[config.mk]
export PLATFORM = sky130hd
export DESIGN_NAME = cpu_ctrl_seq
export DESIGN_NICKNAME = d
export VERILOG_FILES = /design/src/rtl/cpu_pkg.sv /design/src/rtl/cpu_ctrl_decode.sv /design/src/rtl/cpu_ctrl_seq.sv
export SDC_FILE = /design/constraint.sdc
export NUM_CORES = 1
export LEC_CHECK = 0
export CAP_MARGIN = 5
export CORE_MARGIN = 3
export CORE_UTILIZATION = 34
export CTS_CLUSTER_DIAMETER = 50
export CTS_CLUSTER_SIZE = 40
export DETAILED_ROUTE_END_ITERATION = 16
export PLACE_DENSITY = 0.73
export SYNTH_ARGS = -nofsm -noshare
export SYNTH_HDL_FRONTEND = slang
export SYNTH_SLANG_ARGS = --single-unit
[constraint.sdc]
create_clock -name clk -period 1.8 [get_ports clk]
set_input_delay 0.36 -clock clk [delete_from_list [all_inputs] [get_ports clk]]
set_output_delay 0.36 -clock clk [all_outputs]
set_load 0.1 [all_outputs]
[src/rtl/cpu_pkg.sv]
// cpu_pkg: shared definitions for the SAP CPU control path.
//   - opcode values (IR high nibble)
//   - sequencer state encoding (IDLE=0, T1..T6=1..6, HALT=7)
//   - control-word field indices and a one-hot field helper
package cpu_pkg;

  localparam logic [3:0] OP_LDA = 4'h0;
  localparam logic [3:0] OP_ADD = 4'h1;
  localparam logic [3:0] OP_SUB = 4'h2;
  localparam logic [3:0] OP_JMP = 4'h3;
  localparam logic [3:0] OP_JC  = 4'h4;
  localparam logic [3:0] OP_JZ  = 4'h5;
  localparam logic [3:0] OP_OUT = 4'hE;
  localparam logic [3:0] OP_HLT = 4'hF;

  typedef enum logic [2:0] {
    ST_IDLE = 3'd0,
    ST_T1   = 3'd1,
    ST_T2   = 3'd2,
    ST_T3   = 3'd3,
    ST_T4   = 3'd4,
    ST_T5   = 3'd5,
    ST_T6   = 3'd6,
    ST_HALT = 3'd7
  } state_t;

  // Control-word bit positions.
  localparam int CW_EP = 0;
  localparam int CW_C  = 1;
  localparam int CW_LP = 2;
  localparam int CW_LM = 3;
  localparam int CW_CE = 4;
  localparam int CW_LI = 5;
  localparam int CW_EI = 6;
  localparam int CW_LA = 7;
  localparam int CW_EA = 8;
  localparam int CW_LB = 9;
  localparam int CW_SU = 10;
  localparam int CW_EU = 11;
  localparam int CW_LO = 12;
  localparam int CW_W  = 13;

  typedef logic [CW_W-1:0] ctrl_word_t;

  function automatic ctrl_word_t cw_bit(input int unsigned idx);
    ctrl_word_t w;
    w      = '0;
    w[idx] = 1'b1;
    return w;
  endfunction

endpackage

[src/rtl/cpu_ctrl_decode.sv]
// cpu_ctrl_decode: purely combinational control-word decode for the SAP
// sequencer.
//   state     in   current sequencer state
//   opcode    in   IR[7:4]
//   flag_c    in   ALU carry (JC, only with SAP_COND_JUMP_EN)
//   flag_z    in   ALU zero  (JZ, only with SAP_COND_JUMP_EN)
//   cw        out  control word, indexed by cpu_pkg CW_* fields
//   last_step out  this is the final execute step of the instruction
//   halt_req  out  HLT reached T4; sequencer parks in HALT
// Macro SAP_COND_JUMP_EN: when defined JC/JZ load the PC on their flag,
// otherwise they decode as NOP.
module cpu_ctrl_decode
  import cpu_pkg::*;
#(
  parameter int OPW = 4
) (
  input  state_t           state,
  input  logic [OPW-1:0]   opcode,
  input  logic             flag_c,
  input  logic             flag_z,
  output ctrl_word_t       cw,
  output logic             last_step,
  output logic             halt_req
);

`ifndef SAP_COND_JUMP_EN
  logic unused_flags;
  assign unused_flags = flag_c ^ flag_z;
`endif

  always_comb begin
    cw        = '0;
    last_step = 1'b0;
    halt_req  = 1'b0;
    case (state)
      ST_T1: cw = cw_bit(CW_EP) | cw_bit(CW_LM);
      ST_T2: cw = cw_bit(CW_C);
      ST_T3: cw = cw_bit(CW_CE) | cw_bit(CW_LI);
      ST_T4: begin
        case (opcode)
          OP_LDA, OP_ADD, OP_SUB: cw = cw_bit(CW_EI) | cw_bit(CW_LM);
          OP_JMP: begin
            cw        = cw_bit(CW_EI) | cw_bit(CW_LP);
            last_step = 1'b1;
          end
          OP_OUT: begin
            cw        = cw_bit(CW_EA) | cw_bit(CW_LO);
            last_step = 1'b1;
          end
          OP_HLT: begin
            halt_req  = 1'b1;
            last_step = 1'b1;
          end
`ifdef SAP_COND_JUMP_EN
          OP_JC: begin
            last_step = 1'b1;
            if (flag_c) cw = cw_bit(CW_EI) | cw_bit(CW_LP);
          end
          OP_JZ: begin
            last_step = 1'b1;
            if (flag_z) cw = cw_bit(CW_EI) | cw_bit(CW_LP);
          end
`endif
          default: last_step = 1'b1;
        endcase
      end
      ST_T5: begin
        case (opcode)
          OP_LDA: begin
            cw        = cw_bit(CW_CE) | cw_bit(CW_LA);
            last_step = 1'b1;
          end
          OP_ADD, OP_SUB: cw = cw_bit(CW_CE) | cw_bit(CW_LB);
          // Unreachable for other opcodes; terminate defensively.
          default: last_step = 1'b1;
        endcase
      end
      ST_T6: begin
        last_step = 1'b1;
        case (opcode)
          OP_ADD: cw = cw_bit(CW_EU) | cw_bit(CW_LA);
          OP_SUB: cw = cw_bit(CW_EU) | cw_bit(CW_LA) | cw_bit(CW_SU);
          default: cw = '0;
        endcase
      end
      default: cw = '0;
    endcase
  end

endmodule

[src/rtl/cpu_ctrl_seq.sv]
// cpu_ctrl_seq: T-state control sequencer for the 4-bit SAP CPU.
// Holds the state register and next-state logic; strobes come from
// cpu_ctrl_decode.
//   clk, rst         clock; asynchronous active-low reset
//   run              start/continue (sampled in IDLE and at instruction end)
//   opcode           IR[7:4]
//   flag_c, flag_z   ALU flags for JC/JZ
//   ep c lp lm ce li ei la ea lb su eu lo   control strobes
//   halted           high while parked in HALT
//   tstate           0=IDLE, 1..6=T1..T6, 7=HALT
// Macro SAP_COND_JUMP_EN enables conditional jumps (see cpu_ctrl_decode).
module cpu_ctrl_seq
  import cpu_pkg::*;
#(
  parameter int OPW     = 4,
  parameter int T_STEPS = 6
) (
  input  logic           clk,
  input  logic           rst,
  input  logic           run,
  input  logic [OPW-1:0] opcode,
  input  logic           flag_c,
  input  logic           flag_z,
  output logic           ep,
  output logic           c,
  output logic           lp,
  output logic           lm,
  output logic           ce,
  output logic           li,
  output logic           ei,
  output logic           la,
  output logic           ea,
  output logic           lb,
  output logic           su,
  output logic           eu,
  output logic           lo,
  output logic           halted,
  output logic [2:0]     tstate
);

  localparam state_t ST_LAST = state_t'(3'(T_STEPS));

  state_t     state_q, state_d;
  ctrl_word_t cw;
  logic       last_step;
  logic       halt_req;

  cpu_ctrl_decode #(.OPW(OPW)) u_decode (
    .state     (state_q),
    .opcode    (opcode),
    .flag_c    (flag_c),
    .flag_z    (flag_z),
    .cw        (cw),
    .last_step (last_step),
    .halt_req  (halt_req)
  );

  always_ff @(posedge clk or negedge rst) begin
    if (!rst) state_q <= ST_IDLE;
    else      state_q <= state_d;
  end

  always_comb begin
    state_d = state_q;
    case (state_q)
      ST_IDLE: if (run) state_d = ST_T1;
      ST_T1:   state_d = ST_T2;
      ST_T2:   state_d = ST_T3;
      ST_T3:   state_d = ST_T4;
      ST_T4, ST_T5, ST_T6: begin
        if (halt_req)
          state_d = ST_HALT;
        else if (last_step || (state_q == ST_LAST))
          state_d = run ? ST_T1 : ST_IDLE;
        else
          state_d = state_t'(3'(state_q) + 3'd1);
      end
      ST_HALT: state_d = ST_HALT;
      default: state_d = ST_IDLE;
    endcase
  end

  assign ep     = cw[CW_EP];
  assign c      = cw[CW_C];
  assign lp     = cw[CW_LP];
  assign lm     = cw[CW_LM];
  assign ce     = cw[CW_CE];
  assign li     = cw[CW_LI];
  assign ei     = cw[CW_EI];
  assign la     = cw[CW_LA];
  assign ea     = cw[CW_EA];
  assign lb     = cw[CW_LB];
  assign su     = cw[CW_SU];
  assign eu     = cw[CW_EU];
  assign lo     = cw[CW_LO];
  assign halted = (state_q == ST_HALT);
  assign tstate = 3'(state_q);

endmodule
==> flow_summary_export.csv, run 1 <==
group,metric,value,unit
clock_network,cts_num_sinks,3,
floorplanning,ioPinCount,26,
floorplanning,die-width,44.2,um
clock_network,numCtsBuffers,3,
placed_design,place_hpwl,2470,um
synthesis,ys.warnings.count,0,
synthesis,number_of_enable_flip_flop_cells_after_synthesis,0,
status,run_status,"stopped before the end",
clock_network,postCtsHoldBufs,0,
placed_design,place.port_buffers,23,
synthesis,syn-cell-area,497,sq um
synthesis,yosysUniqueCellTypes,34,
synthesis,postSynthCellCount,66,
floorplanning,placement_rows,13,
synthesis,postSynthRegisterBits,3,
floorplanning,floorplan.initialDensity,0.372,
placed_design,dp_worst_setup_slack,-0.369,ns
status,flow.first_error,"[ERROR DPL-0038] Utilization greater than 100%, impossible to legalize",
synthesis,synth_flop_cell,"sky130_fd_sc_hd__dfrtp_1",
clock_network,cts_buffer_depth,2,
clock_network,postCtsResizedCells,26,
clock_network,post_cts_buffers,8,
synthesis,number_of_nets_in_the_synthesized_netlist,81,
clock_network,root_buffer,"sky130_fd_sc_hd__clkbuf_4",
status,failing_step,"clock tree synthesis (4_1_cts)",
synthesis,synth.area.top_cells,"sky130_fd_sc_hd__dfrtp_1 (15%), sky130_fd_sc_hd__ha_1 (15%), sky130_fd_sc_hd__nor3_1 (6.0%)",
floorplanning,die_height,44.2,um
synthesis,netlist.top_cell.by_area,"sky130_fd_sc_hd__dfrtp_1",
synthesis,synth_async_sr_flop_share,1.00,
placed_design,gp_congestion,0.811,
clock_network,htreeDepth,1,
synthesis,avgSynthCellArea,7.53,sq um
synthesis,synthDominantCellAreaShare,0.151,
synthesis,ys_seq_area_frac,0.151,
## cells in the mapped netlist (2+ instances only)
library cell              instances
sky130_fd_sc_hd__nand3_1          2
sky130_fd_sc_hd__inv_1            4
sky130_fd_sc_hd__nand2_1          4
sky130_fd_sc_hd__a31oi_1          2
sky130_fd_sc_hd__nor3b_1          2
sky130_fd_sc_hd__a21oi_1          5
sky130_fd_sc_hd__dfrtp_1          3
sky130_fd_sc_hd__nor2b_1          2
sky130_fd_sc_hd__nor3_1           6
sky130_fd_sc_hd__ha_1             6
sky130_fd_sc_hd__nor2_1           7
## per-stage QoR
step | area, sq um | setup TNS, ns | std cells | utilization
3_3_place_gp | 1280 | -2.48 | 127 | 0.962
2_1_floorplan | 679 | -7.13 | 66 | -
3_5_place_dp | 1280 | -3.79 | 127 | 0.962
## cells by family after synthesis
group,synth area share
xor+xnor,0.0176
simple gates,0.401
compound gates,0.217
buf+inv,0.0630
fa+ha+maj,0.151
flops,0.151
==> run 2, diff against run 1 <==
--- a/config.mk
+++ b/config.mk
@@ -6,12 +6,10 @@
 export NUM_CORES = 1
 export LEC_CHECK = 0
 export CAP_MARGIN = 5
-export CORE_MARGIN = 3
-export CORE_UTILIZATION = 34
-export CTS_CLUSTER_DIAMETER = 50
-export CTS_CLUSTER_SIZE = 40
+export CORE_AREA = 3 3 64 66
 export DETAILED_ROUTE_END_ITERATION = 16
-export PLACE_DENSITY = 0.73
+export DIE_AREA = 0 0 67 69
+export PLACE_DENSITY_LB_ADDON = 0.15
 export SYNTH_ARGS = -nofsm -noshare
 export SYNTH_HDL_FRONTEND = slang
 export SYNTH_SLANG_ARGS = --single-unit
==> constraint.sdc (replaced) <==
create_clock -name clk -period 2.3 [get_ports clk]
set_input_delay 0.46 -clock clk [delete_from_list [all_inputs] [get_ports clk]]
set_output_delay 0.46 -clock clk [all_outputs]
set_load 0.1 [all_outputs]
==> run 2 against run 1 <==
The run now ends clean. Area after synthesis is the same. Synthesized cell count is the same.
==> flow_summary_export.csv, run 2 <==
group,metric,value,unit
synthesis,ys_seq_area_frac,0.151,
synthesis,ys.warnings.count,0,
floorplanning,ioPinCount,26,
grt,grt_first_pass_wirelength,2990,um
clock_network,cts_buffer_depth,2,
synthesis,postSynthRegisterBits,3,
sta,max_freq,441,MHz
route,detailedRoute.firstIterationViolations,3,
synthesis,avgSynthCellArea,7.53,sq um
route,vias,626,
sta,grt_setup_unrepaired,"yes",
synthesis,syn-cell-area,497,sq um
clock_network,postCtsHoldBufs,0,
synthesis,yosysUniqueCellTypes,34,
sta,final_hold_viol_count,0,
placed_design,place_hpwl,1540,um
final_layout,final_cell_count_no_fill,151,
sta,finalClockSkew,0.000765,ns
worst_setup_path,critPathSlowestCell,"sky130_fd_sc_hd__clkdlybuf4s50_1",
synthesis,synth_flop_cell,"sky130_fd_sc_hd__dfrtp_1",
clock_network,clk_transition_reported_paths,0.03,ns
worst_setup_path,required,1.84,ns
worst_setup_path,setup.worst_path.end_class,"output port",
floorplanning,coreArea,3630,sq um
worst_setup_path,arrival,1.81,ns
worst_setup_path,timing.critical_path.fanout_max,5,
placed_design,gp_congestion,0.740,
final_layout,regArea,86.3,sq um
clock_network,clock_latency_at_the_later_pin_of_the_worst_skew_pair,0.21,ns
placed_design,placedCellCount,146,
final_layout,number_of_flip_flops_in_the_largest_register,3,
grt,initial_antenna_violation_count,0,
synthesis,number_of_nets_in_the_synthesized_netlist,81,
final_layout,multiInputGateArea,553,sq um
floorplanning,die-width,67,um
synthesis,netlist.top_cell.by_area,"sky130_fd_sc_hd__dfrtp_1",
clock_network,cts_num_sinks,3,
floorplanning,placement_rows,22,
min_path,hold_class,"input pin to async pin",
route,ant_nets,0,
final_layout,num-fill-cells,388,
flow_run,maxCapViolations,0,
clock_network,numCtsBuffers,3,
synthesis,synth.area.top_cells,"sky130_fd_sc_hd__dfrtp_1 (15%), sky130_fd_sc_hd__ha_1 (15%), sky130_fd_sc_hd__nor3_1 (6.0%)",
worst_setup_path,critPathBufInv,3,
route,drt_first_pass_iters,4,
floorplanning,die_height,69,um
grt,grt.total_usage,0.0831,
route,drt-wirelength-per-cell,12.2,um
sta,slew_violations,0,
final_layout,nets,119,
synthesis,number_of_enable_flip_flop_cells_after_synthesis,0,
sta,report.final.setup_viol,0,
sta,tightestPinTransition,0.349,ns
final_layout,diodes_inserted,0,
grt,grt_start_max_net_pins,11,
status,run_status,"complete, no violations",
route,detail_route.drc_violations,0,
route,routed_wl,1840,um
grt,grt_overflow,0,
floorplanning,floorplan.initialDensity,0.137,
worst_setup_path,setup.worst_path.start_class,"input pin",
floorplanning,die_outline_area,4620,sq um
final_layout,layout_common_cells,"sky130_fd_sc_hd__buf_12 (14), sky130_fd_sc_hd__buf_4 (14), sky130_fd_sc_hd__a21oi_1 (5)",
synthesis,synthDominantCellAreaShare,0.151,
grt,number_of_global_route_vias_before_repair,636,
worst_setup_path,setup.worst_path.class,"input pin to output port",
final_layout,drive_gt1_frac,0.612,
clock_network,root_buffer,"sky130_fd_sc_hd__clkbuf_8",
synthesis,synth_async_sr_flop_share,1.00,
worst_setup_path,slowest_cell_delay_on_critical_path,0.52,ns
sta,finalCritPeriodShare,0.986,
sta,final_period_minus_worst_setup_slack,2.27,ns
worst_setup_path,worst_path_dominant_cell_family,"buffers and inverters",
synthesis,netlist_top_cells_count,"sky130_fd_sc_hd__nor2_1 (7), sky130_fd_sc_hd__ha_1 (6), sky130_fd_sc_hd__nor3_1 (6)",
synthesis,postSynthCellCount,66,
clock_network,tritoncts_clock_tree,"done",
final_layout,layout-area-overhead-vs-synth,148,%
sta,maxSlewHeadroom,0.767,
placed_design,place.port_buffers,23,
worst_setup_path,crit_path_cell_trace,"clkdlybuf4s50_1 > buf_4 > nand2_4 > nor4_4 > buf_12",
synthesis,yosysMostFrequentCell,"sky130_fd_sc_hd__nor2_1",
route,routed_via_count_divided_by_cell_count,4.15,
clock_network,htreeDepth,1,
[run 2: layout make-up]
| class | instances | share of cell area |
|---|---|---|
| clock buffers | 4 | 0.0366 |
| inverters | 5 | 0.0193 |
| multi-input cells | 56 | 0.450 |
| flip-flops and latches | 3 | 0.0702 |
| well taps | 48 | 0.0488 |
| repair buffers | 35 | 0.375 |
[run 2: final timing paths]
path | startpoint | to | slack [ns] | cells after the start
max | opcode[1] | lp | 0.03 | 5
min | rst | tstate[1] | 0.42 | 1
max reg2reg | tstate[0] | tstate[0] | 0.16 | 6
min reg2reg | tstate[0] | tstate[0] | 0.71 | 3
max in group asynchronous | rst | tstate[0] | 1.72 | 1
min in group clk | tstate[0] | tstate[0] | 0.71 | 3
[run 2: through the flow]
stage	setup TNS (ns)	worst slack, ns	hold WS, ns	utilization	cell area, sq um
floorplan	-2.85	-0.431	0.164	-	657
global placement	-0.000363	-0.000363	0.647	0.313	1140
global route	-0.0179	-0.0166	0.421	0.338	1230
finish	0	0.0316	0.423	0.338	1230
detailed placement	-0.0154	-0.0154	0.650	0.313	1140
CTS	-0.0000484	-0.0000484	0.421	0.327	1190
[run 2: what timing repair did]
item	4_1_cts	5_1_grt
pin swaps	0	3
setup endpoints to repair	3	6
cloned	0	0
buffers inserted	0	1
resized for setup	3	8
[run 2: metal layers]
metal  share of wire  track usage  up-vias  routed length, um
met4           0.012       0.0405        0                 23
met1            0.44       0.0976      287                811
li1                -            -      316                  -
met5               0            0        -                  0
met2            0.49        0.140       19                905
met3           0.055       0.0163        4                101
[run 2: cell families after synthesis]
kind of cell / count (synthesis) / share of synthesized area
simple gates: 34 / 0.401
compound gates: 15 / 0.217
buf+inv: 7 / 0.0630
fa+ha+maj: 6 / 0.151
flops: 3 / 0.151
xor+xnor: 1 / 0.0176
Power of run 2 is not shown: default switching activity piles up to over one toggle a cycle in this logic, so the estimate is an artifact.
